`src/rtl/param_mutex_pkg.sv`:
```
// ---------------------------------------------------------------------------
// param_mutex_pkg
// Shared definitions for the parametrised mutex arbiter:
//   - arbitration mode encodings (mode 3 is handled as plain round-robin)
//   - FSM state type (IDLE / OWNED)
//   - one-hot to index encoder used to derive grant_id from the grant vector
// ---------------------------------------------------------------------------
package param_mutex_pkg;

  localparam logic [1:0] MODE_FIXED = 2'd0;
  localparam logic [1:0] MODE_RR    = 2'd1;
  localparam logic [1:0] MODE_WRR   = 2'd2;

  // Largest supported requester count and the matching index width.
  localparam int MAX_N    = 16;
  localparam int MAX_ID_W = 4;

  typedef enum logic {
    IDLE  = 1'b0,
    OWNED = 1'b1
  } state_t;

  // OR-reduction encoder: exact for one-hot inputs, returns 0 for all-zero.
  function automatic logic [MAX_ID_W-1:0] onehot_to_idx(input logic [MAX_N-1:0] oh);
    logic [MAX_ID_W-1:0] idx;
    idx = '0;
    for (int i = 0; i < MAX_N; i++) begin
      if (oh[i]) idx = idx | MAX_ID_W'(i);
    end
    return idx;
  endfunction

endpackage

```
`src/rtl/param_mutex_arbiter_rr_pick.sv`:
```
// ---------------------------------------------------------------------------
// mutex_rr_pick
// Combinational rotating-priority picker.
//   req     : request vector
//   start   : first index examined in rotating mode (ascending, wraps N-1 -> 0)
//   fixed   : when high, ignore rotation and pick the highest asserted index
//   pick    : one-hot winner (all zero when no request)
//   pick_id : index of the winner (0 when none)
//   any     : high when a winner exists
// ---------------------------------------------------------------------------
module mutex_rr_pick
  import param_mutex_pkg::*;
#(
  parameter int N    = 4,
  parameter int ID_W = 2
) (
  input  logic [N-1:0]    req,
  input  logic [ID_W-1:0] start,
  input  logic            fixed,
  output logic [N-1:0]    pick,
  output logic [ID_W-1:0] pick_id,
  output logic            any
);

  always_comb begin
    pick    = '0;
    pick_id = '0;
    any     = 1'b0;
    if (fixed) begin
      for (int i = N - 1; i >= 0; i--) begin
        if (req[i] && !any) begin
          pick[i] = 1'b1;
          pick_id = ID_W'(i);
          any     = 1'b1;
        end
      end
    end else begin
      // Walk offsets from start; the modulo keeps the search in range for
      // non-power-of-2 N.
      for (int off = 0; off < N; off++) begin
        for (int i = 0; i < N; i++) begin
          if (!any && req[i] && (i == ((int'(start) + off) % N))) begin
            pick[i] = 1'b1;
            pick_id = ID_W'(i);
            any     = 1'b1;
          end
        end
      end
    end
  end

endmodule

```
`src/rtl/param_mutex_arbiter.sv`:
```
// ---------------------------------------------------------------------------
// param_mutex_arbiter
// N-requester mutex with run-time selectable arbitration: fixed priority
// (highest index wins), round-robin, or weighted round-robin with
// per-requester burst lengths. Grants are registered and one-hot; lock[i]
// holds an existing grant for as long as req[i] stays high.
//   clk         : arbiter clock
//   rst         : asynchronous active-low reset
//   mode        : 0 fixed, 1 RR, 2 weighted RR, 3 RR
//   req/lock    : per-requester request and lock
//   weight      : flat array of WEIGHT_W-bit burst weights (0 behaves as 1)
//   grant       : registered one-hot grant
//   grant_valid : |grant
//   grant_id    : index of current owner, 0 when idle
//   rr_ptr      : current round-robin search start
// ---------------------------------------------------------------------------
module param_mutex_arbiter
  import param_mutex_pkg::*;
#(
  parameter int N        = 4,
  parameter int WEIGHT_W = 4,
  parameter int ID_W     = $clog2(N)
) (
  input  logic                  clk,
  input  logic                  rst,
  input  logic [1:0]            mode,
  input  logic [N-1:0]          req,
  input  logic [N-1:0]          lock,
  input  logic [N*WEIGHT_W-1:0] weight,
  output logic [N-1:0]          grant,
  output logic                  grant_valid,
  output logic [ID_W-1:0]       grant_id,
  output logic [ID_W-1:0]       rr_ptr
);

  state_t              r_state;
  logic [N-1:0]        r_grant;
  logic [ID_W-1:0]     r_rr_ptr;
  logic [WEIGHT_W-1:0] r_burst_cnt;

  logic [WEIGHT_W-1:0] w_own_weight;
  logic [WEIGHT_W-1:0] w_eff_weight;
  logic                w_burst_ok;
  logic                w_own_req;
  logic                w_own_lock;
  logic                w_stay;
  logic [N-1:0]        w_others;
  logic                w_rr_excl;
  logic [N-1:0]        w_arb_req;
  logic                w_fixed;
  logic [N-1:0]        w_pick;
  logic [ID_W-1:0]     w_pick_id;
  logic                w_any;
  logic [ID_W-1:0]     w_ptr_next;
  logic [MAX_N-1:0]    w_grant_ext;
  logic [MAX_ID_W-1:0] w_id_ext;

  // Weight of the current owner (zero when idle, which is harmless).
  always_comb begin
    w_own_weight = '0;
    for (int i = 0; i < N; i++) begin
      if (r_grant[i]) w_own_weight = weight[i*WEIGHT_W +: WEIGHT_W];
    end
  end

  assign w_eff_weight = (w_own_weight == '0) ? WEIGHT_W'(1) : w_own_weight;
  assign w_burst_ok   = (mode == MODE_WRR) && (r_burst_cnt < (w_eff_weight - WEIGHT_W'(1)));
  assign w_own_req    = |(req & r_grant);
  assign w_own_lock   = |(lock & r_grant);
  assign w_stay       = (r_state == OWNED) && w_own_req && (w_own_lock || w_burst_ok);

  // In rotating modes a releasing owner competes only if nobody else asks,
  // which makes it lowest priority even when rr_ptr went stale under mode 0.
  assign w_others  = req & ~r_grant;
  assign w_rr_excl = (r_state == OWNED) && (mode != MODE_FIXED) && (|w_others);
  assign w_arb_req = w_rr_excl ? w_others : req;
  assign w_fixed   = (mode == MODE_FIXED);

  mutex_rr_pick #(
    .N    (N),
    .ID_W (ID_W)
  ) u_pick (
    .req     (w_arb_req),
    .start   (r_rr_ptr),
    .fixed   (w_fixed),
    .pick    (w_pick),
    .pick_id (w_pick_id),
    .any     (w_any)
  );

  assign w_ptr_next = (w_pick_id == ID_W'(N - 1)) ? '0 : (w_pick_id + ID_W'(1));

  // Registered grant stage
  always_ff @(posedge clk or negedge rst) begin
    if (!rst) begin
      r_state     <= IDLE;
      r_grant     <= '0;
      r_rr_ptr    <= '0;
      r_burst_cnt <= '0;
    end else if (w_stay) begin
      // Saturate so a long lock cannot wrap into a fresh weighted burst.
      if (r_burst_cnt != '1) r_burst_cnt <= r_burst_cnt + WEIGHT_W'(1);
    end else if (w_any) begin
      r_state     <= OWNED;
      r_grant     <= w_pick;
      r_burst_cnt <= '0;
      if (!w_fixed) r_rr_ptr <= w_ptr_next;
    end else begin
      r_state     <= IDLE;
      r_grant     <= '0;
      r_burst_cnt <= '0;
    end
  end

  assign w_grant_ext = MAX_N'(r_grant);
  assign w_id_ext    = onehot_to_idx(w_grant_ext);

  assign grant       = r_grant;
  assign grant_valid = |r_grant;
  assign grant_id    = w_id_ext[ID_W-1:0];
  assign rr_ptr      = r_rr_ptr;

endmodule
```
`config.mk`:
```
export PLATFORM = sky130hd
export DESIGN_NAME = param_mutex_arbiter
export DESIGN_NICKNAME = d
export VERILOG_FILES = /design/src/rtl/param_mutex_pkg.sv /design/src/rtl/param_mutex_arbiter_rr_pick.sv /design/src/rtl/param_mutex_arbiter.sv
export SDC_FILE = /design/constraint.sdc
export NUM_CORES = 1
export LEC_CHECK = 0
export ABC_AREA = 1
export CAP_MARGIN = 10
export CORE_ASPECT_RATIO = 2
export CORE_MARGIN = 2
export CORE_UTILIZATION = 30
export CTS_BUF_LIST = sky130_fd_sc_hd__clkbuf_8
export CTS_CLUSTER_DIAMETER = 50
export DETAILED_ROUTE_END_ITERATION = 10
export GPL_TIMING_DRIVEN = 0
export SYNTH_ARGS = -nofsm -noshare
export SYNTH_HDL_FRONTEND = slang
export SYNTH_SLANG_ARGS = --single-unit
```
`constraint.sdc`:
```
create_clock -name clk -period 2.7 [get_ports clk]
set_clock_uncertainty 0.05 [all_clocks]
set_input_delay 0.675 -clock clk [delete_from_list [all_inputs] [get_ports clk]]
set_output_delay 0.675 -clock clk [all_outputs]
set_load 0.01 [all_outputs]
```
; Word level (Yosys, flattened, before mapping)
; Cells that the tools add are included.
[totals]
ff_bits = 11
inputBits = 28
out_inout_bits = 9
elab_cells = 201
[classes]
add_sub_neg = 6
magnitude_cmp = 1
n_eq_ne = 16
mux = 92
bitwise_logic = 9
n_reduce_logical = 73
[op_table]
columns = operator, n
row1 = 32-bit zero test, 4
row2 = 1-bit 2-to-1 mux, 60
row3 = 2-bit 2-to-1 mux, 22
row4 = 4-bit 2-to-1 mux, 10
row5 = 1-bit logical AND, 39
row6 = 3-bit == test (first input constant), 6
row7 = 1-bit zero test, 18
row8 = 4-bit OR reduction, 4
row9 = 4-bit bitwise AND, 3
row10 = 2-bit by 3-bit == test with 1-bit output (first input constant), 3
row11 = 2-bit OR reduction, 3
row12 = 2-bit by 1-bit adder with 2-bit output (second input constant), 2
row13 = 2-bit adder (second input constant), 2
row14 = 4-bit by 1-bit adder with 4-bit output (second input constant), 1
row15 = 2-bit == test (first input constant), 2
row16 = 2-bit == test (second input constant), 2
row17 = 4-bit zero test, 1
row18 = 4-bit < comparator, 1
row19 = 4-bit inequality test (second input constant), 1
row20 = 4-bit NOT, 1
row21 = 4-bit by 1-bit subtractor with 4-bit output (second input constant), 1
row22 = 1-bit bitwise AND (first input constant), 3
row23 = 3-bit AND reduction, 1
row24 = 1-bit by 2-bit == test with 1-bit output (first input constant), 1
row25 = other kinds (5), 6

; Logic depth before layout (Yosys ltp)
[depth]
ltp_word = 85
ltp_mapped = 23
depth_no_buf = 22

; Cells and area by module
; Synthesis repeated with hierarchy kept, for this count alone.
[unflattened]
hier_cells = 234
hier_area_um2 = 1425.1
[by_module_without_submodules]
columns = mod, n_inst, cells_each, area_each_um2, seq_area_each_um2
row1 = param_mutex_arbiter, 1, 145, 960.9, 275.3
row2 = mutex_rr_pick, 1, 89, 464.2, 0.0

; Worst setup path before layout
; OpenSTA, ideal clock, no wires.
[synth_timing]
path_kind = input port to flip-flop
startpoint = input port weight[5]
endpoint = register r_rr_ptr[1] (netlist: rr_ptr[1])
setup_time_ns = 0.116
arrival_ns = 2.682
setup_slack_ns = -0.148
cell_stages = 17
cell_sequence = a21oi_1 -> nand2_1 -> a22oi_1 -> nand2_1 -> o21ai_1 -> inv_1 -> ha_1 -> xnor2_1 -> ha_1 -> a2111oi_0 -> nand2_1 -> nand3_1 -> nand2_2 -> nand3_1 -> inv_1 -> nand2_1 -> nand2_1
[synth_via]
elab_chain_cells = 12
[synth_lines]
columns = element, line_no
row1 = start: declaration, param_mutex_arbiter.sv:29  ; input logic [N*WEIGHT_W-1:0] weight,
row2 = 4-bit 2-to-1 mux (*) (3 in series), param_mutex_arbiter.sv:62  ; if (r_grant[i]) w_own_weight = weight[i*WEIGHT_W +: WEIGHT_W];
row3 = 4-bit zero test, param_mutex_arbiter.sv:66  ; assign w_eff_weight = (w_own_weight == '0) ? WEIGHT_W'(1) : w_own_weight;
row4 = 4-bit 2-to-1 mux (*), param_mutex_arbiter.sv:66
row5 = 4-bit by 1-bit subtractor with 4-bit output (*), param_mutex_arbiter.sv:67  ; assign w_burst_ok = (mode == MODE_WRR) && (r_burst_cnt < (w_eff_weight - WEIGHT_W'(1)));
row6 = 4-bit < comparator (*), param_mutex_arbiter.sv:67
row7 = 1-bit logical AND (*), param_mutex_arbiter.sv:67
row8 = 1-bit logical OR (*), param_mutex_arbiter.sv:70  ; assign w_stay = (r_state == OWNED) && w_own_req && (w_own_lock || w_burst_ok);
row9 = 1-bit logical AND (*), param_mutex_arbiter.sv:70
row10 = 1-bit NOT (no source line) (*), --
row11 = 3-bit AND reduction (no source line) (*), --
row12 = end signal: assignment, param_mutex_arbiter.sv:107  ; if (!w_fixed) r_rr_ptr <= w_ptr_next;
row13 = end: declaration, param_mutex_arbiter.sv:38  ; logic [ID_W-1:0] r_rr_ptr;
; Every way passes the cells marked *; elsewhere a longest branch is shown, timed or not.
; A chain may end at the register's enable or synchronous reset.

; Final worst setup path
; Ends and elaborated chain as after synthesis.

==> results.txt <==
- Dominant combinational cell family by area after synthesis: simple AND/OR/NAND/NOR gates
* Status: finished with violations
* CORE AREA: approximately 0.0043 sq mm
* Launching element type of the critical path: primary input
- Counting along the longest clock path gives a buffer depth of 2.
- In this run the number of H-tree levels came out at 1.
* Clock-pin slew reported for the worst setup and hold paths after clock tree synthesis: 0.05 ns
* Headroom to the max-slew limit: roughly two thirds
- Post-route DRC: 0
- By area the synthesized netlist is led by dfrtp_1 21%, nand2_1 16%, inv_1 7.5%.
- The final layout contains routed wiring with a total length of 4060 um.
- Summed over all instances, the cell type with the most area after synthesis is dfrtp_1.
- Sequential cells burn 11.6% of the power.
- Entering global routing, the biggest net connects 12 pins.
- The number of antenna diodes in the final layout is 0.
* Area share of fa/ha/maj cells after synthesis: about 4.8%
- Of the cells placed in the final design, the portion with a size suffix greater than 1 is around 44%.
* Dominant synthesized flop cell: dfrtp_1
* Worst setup margin: -0.03553 ns
* Ranking of synthesized cells by instance count: 55 x nand2_1, 26 x inv_1, 20 x nor2_1, 15 x nand2_2, 11 x dfrtp_1
- Clock power frac: about 6.0%
- Data on the critical path arrives at its endpoint at roughly 2.8 ns.
- At the end of the flow, the number of nets in the layout was ~300.
- Counting distinct cell types in the post-synthesis netlist gives 35.
- Dividing the detail-routed via count by the number of cells gives 4.920.
- Hold Path Cell Cnt: 1
- After synthesis the netlist holds a flip-flop and latch count of 11.
- Of the post-synthesis cell area, the dominant cell type holds 21.07%.
- Initial antenna violation count: 0
- Worst-path maximum fanout: 5
* Unrepaired setup endpoints after global routing: yes
- At the worst endpoint, the required time is between 2 and 3 ns.
- Static leakage power: ~1.1 nW
- Summed over all layers, the global routing overflow is 0.
- The path with the worst hold slack has its endpoint at r_burst_cnt[0].
- Total track usage: between 10% and 20%
- In this run, placement finished with an instance count of about 300.
- Slack of the worst reg-to-reg path: -0.03 ns
- Power per cell area: between 1000 and 1500 mW/mm^2
* Via Count: ~1,600
* Kind of critical path: primary input to flop
- Startpoint of the worst-slack reg-to-reg timing path: grant[1]
* Fin crit period: 2.736 ns
- The congestion estimate from routability-driven global placement came to between 0.8 and 0.9.
* Num ports: 37
- Vias in the first global route: about 1,500
* Synth warnings: 0
- Number of buffers created by CTS: 3
- In this run the critical register-to-register path is captured at rr_ptr[1].
- TritonCTS built the clock tree.
- Simple-gate area share of the yosys netlist: 45.21%
* Most numerous cell in the Yosys netlist: nand2_1
- The number of nets handed over by synthesis was about 240.
- DR iter-0 viols: 29
- In this run, the combinational gates consume 82.4% of the power.
* Least-Margin Pin Slew: 0.5074 ns
- Setup violations remaining at the end of the flow were counted as 7.
* DR pass1 iterations: 4
* Worst hold path type: flop to flop
- For this design the total switching power over the nets is 1.284 mW.
* Count of maximum capacitance violations: 0
* Number of nets with antenna violations after detailed routing: 0
- Post-DP HPWL: 2978 um
- Counting flops with an async set or reset pin after synthesis yields a share of 100.0%.
- Syn Area/Cell: between 6 and 7 sq um
* CP endpoint kind: flop
* Fillers: approximately 420
- In this run the core area contains 34 standard-cell rows.
- Layout overhead on the synthesized area: 69.25%
* Violated checks: negative setup slack
- Root cell of the clock tree: clkbuf_8
- The synthesized netlist devotes less than 1% of its cell area to XOR and XNOR gates.
- The count of pins over their slew limit was 0.
- DIE HEIGHT: between 90 and 100 um
- Full die area: between 0.004 and 0.005 sq mm
* Sink count of the clock tree: 11
- Maximum operating frequency: 365.6 MHz
- In the final routed layout, each cell accounts on average for between 10 and 15 um.
- For this run, the register share of the synthesized area comes to between 20% and 30%.
* Sum of negative setup slack: -0.1768 ns
- Startpoint of the worst hold path: r_burst_cnt[0]
* Post-synthesis cell area: approximately 0.0013 sq mm
- Post-Synthesis Cells: just over 200
* Endpoints failing hold: 0
* Effective utilization at floorplan: a little under a third
* Horiz. Die Dim: 50.66 um
- Fraction of power spent switching nets: approximately half
* Peak supply drop: approximately 0.8 mV
- First-pass GRT wire length: ~6500 um
- Buffers placed on the I/O ports in this run total 36.
- Post-route insts no fill: 326
* Multiplexer area fraction after synthesis: 0%
- The later pin in the worst-skew pair is clocked with a latency of around 0.23 ns.
- Internal portion of total power: 1.344 mW
- The synthesized netlist devotes ~16% of its cell area to compound gates.
- Overall power consumption after layout is estimated at between 2 and 3 mW.
* Post-route fraction of the period consumed by the critical path: 101.3%
* Path depth of the worst reg2reg path: 18
- Count of flip-flops with a built-in enable after synthesis: 0
## worst max-delay path by stage
stage                     startpoint        endpoint  slack, ns  cells past startpoint
after floorplan            weight[5]       rr_ptr[1]      -0.03                     18
after global placement     weight[5]       rr_ptr[1]      -0.71                     18
after detailed placement   weight[5]       rr_ptr[1]      -0.75                     18
after CTS                  weight[7]  r_burst_cnt[0]      -0.05                     17
after global routing        grant[1]       rr_ptr[1]      -0.25                     18
final                      weight[5]       rr_ptr[1]      -0.04                     18
## flip-flops by register name, indices dropped and copies added (netlist names)
name and count:
r_state 1, r_burst_cnt 4, rr_ptr 2, grant 4
## worst max-delay path, cell delays in order
cell	delay, ns
buf_6	0.09
a21oi_2	0.11
nand2_1	0.07
a22oi_2	0.17
nand2_1	0.11
o21ai_2	0.20
inv_2	0.06
ha_4	0.16
xnor2_2	0.13
ha_2	0.19
a2111oi_4	0.29
nand2_2	0.11
nand3_4	0.10
nand2_4	0.09
nand3_4	0.10
inv_2	0.05
nand2_2	0.04
nand2_1	0.04
## layer usage
metal	GRT usage (%)	wire length, um
met2	28.54	2105
met1	21.04	1753
met5	0	0
met4	2.703	28
met3	1.231	172
## through the flow
step                area (sq um)  hold WS, ns  setup slack [ns]  utilization (%)
floorplan                   1326       0.3294          -0.02527                -
global placement            1754       0.4907           -0.7092            41.24
detailed placement          1754       0.4921           -0.7516            41.24
CTS                         2058       0.4925          -0.05312            48.38
global route                2211       0.5575           -0.2501            51.97
finish                      2211       0.5099          -0.03553            51.97
## what timing repair did
item,CTS,global route
cloned,1,0
hold buffers,0,0
setup buffers,20,6
setup endpoints to repair,10,10
resized for setup,77,38
pin swaps,38,23
## power by group through the flow
stage / clock network, mW / registers (mW) / logic [mW]
detailed placement: 0 / 0.301 / 1.46
CTS: 0.163 / 0.304 / 1.90
global route: 0.167 / 0.316 / 2.36
global placement: 0 / 0.301 / 1.44
finish: 0.158 / 0.305 / 2.17
floorplan: 0 / 0.301 / 1.04
## cells in the final DEF, fill, tap and decap left out, types with 6 or more instances in the layout
| cell type | instances |
|---|---|
| buf_6 | 7 |
| nor2_1 | 17 |
| nand2_2 | 20 |
| nand2_4 | 10 |
| dfrtp_1 | 10 |
| buf_4 | 22 |
| nand3_1 | 6 |
| nand4_1 | 7 |
| nor2_4 | 7 |
| inv_1 | 24 |
| nand2_1 | 42 |
| clkdlybuf4s50_1 | 14 |
| buf_2 | 7 |
## cells by family (layout without fill, tap and decap cells)
logic type | count (synthesis) | in the layout
AO/OA/AOI/OAI | 33 | 33
XOR/XNOR | 1 | 1
adder cells (fa/ha/maj) | 5 | 5
buffers and inverters | 35 | 101
flip-flops | 11 | 11
AND/OR/NAND/NOR | 120 | 121
## area by class of cell
class                   instances  area [sq um]  share of cell area [%]
plain buffers                   2         22.52                   1.019
clock buffers                   3         41.29                   1.868
clock inverters                 1         5.005                  0.2264
inverters                      33         143.9                   6.508
multi-input cells             160          1134                   51.27
flip-flops and latches         11         276.5                   12.51
well taps                      54         67.56                   3.056
repair buffers                 62         520.5                   23.54
No activity file was read; power rests on OpenSTA's default activity.
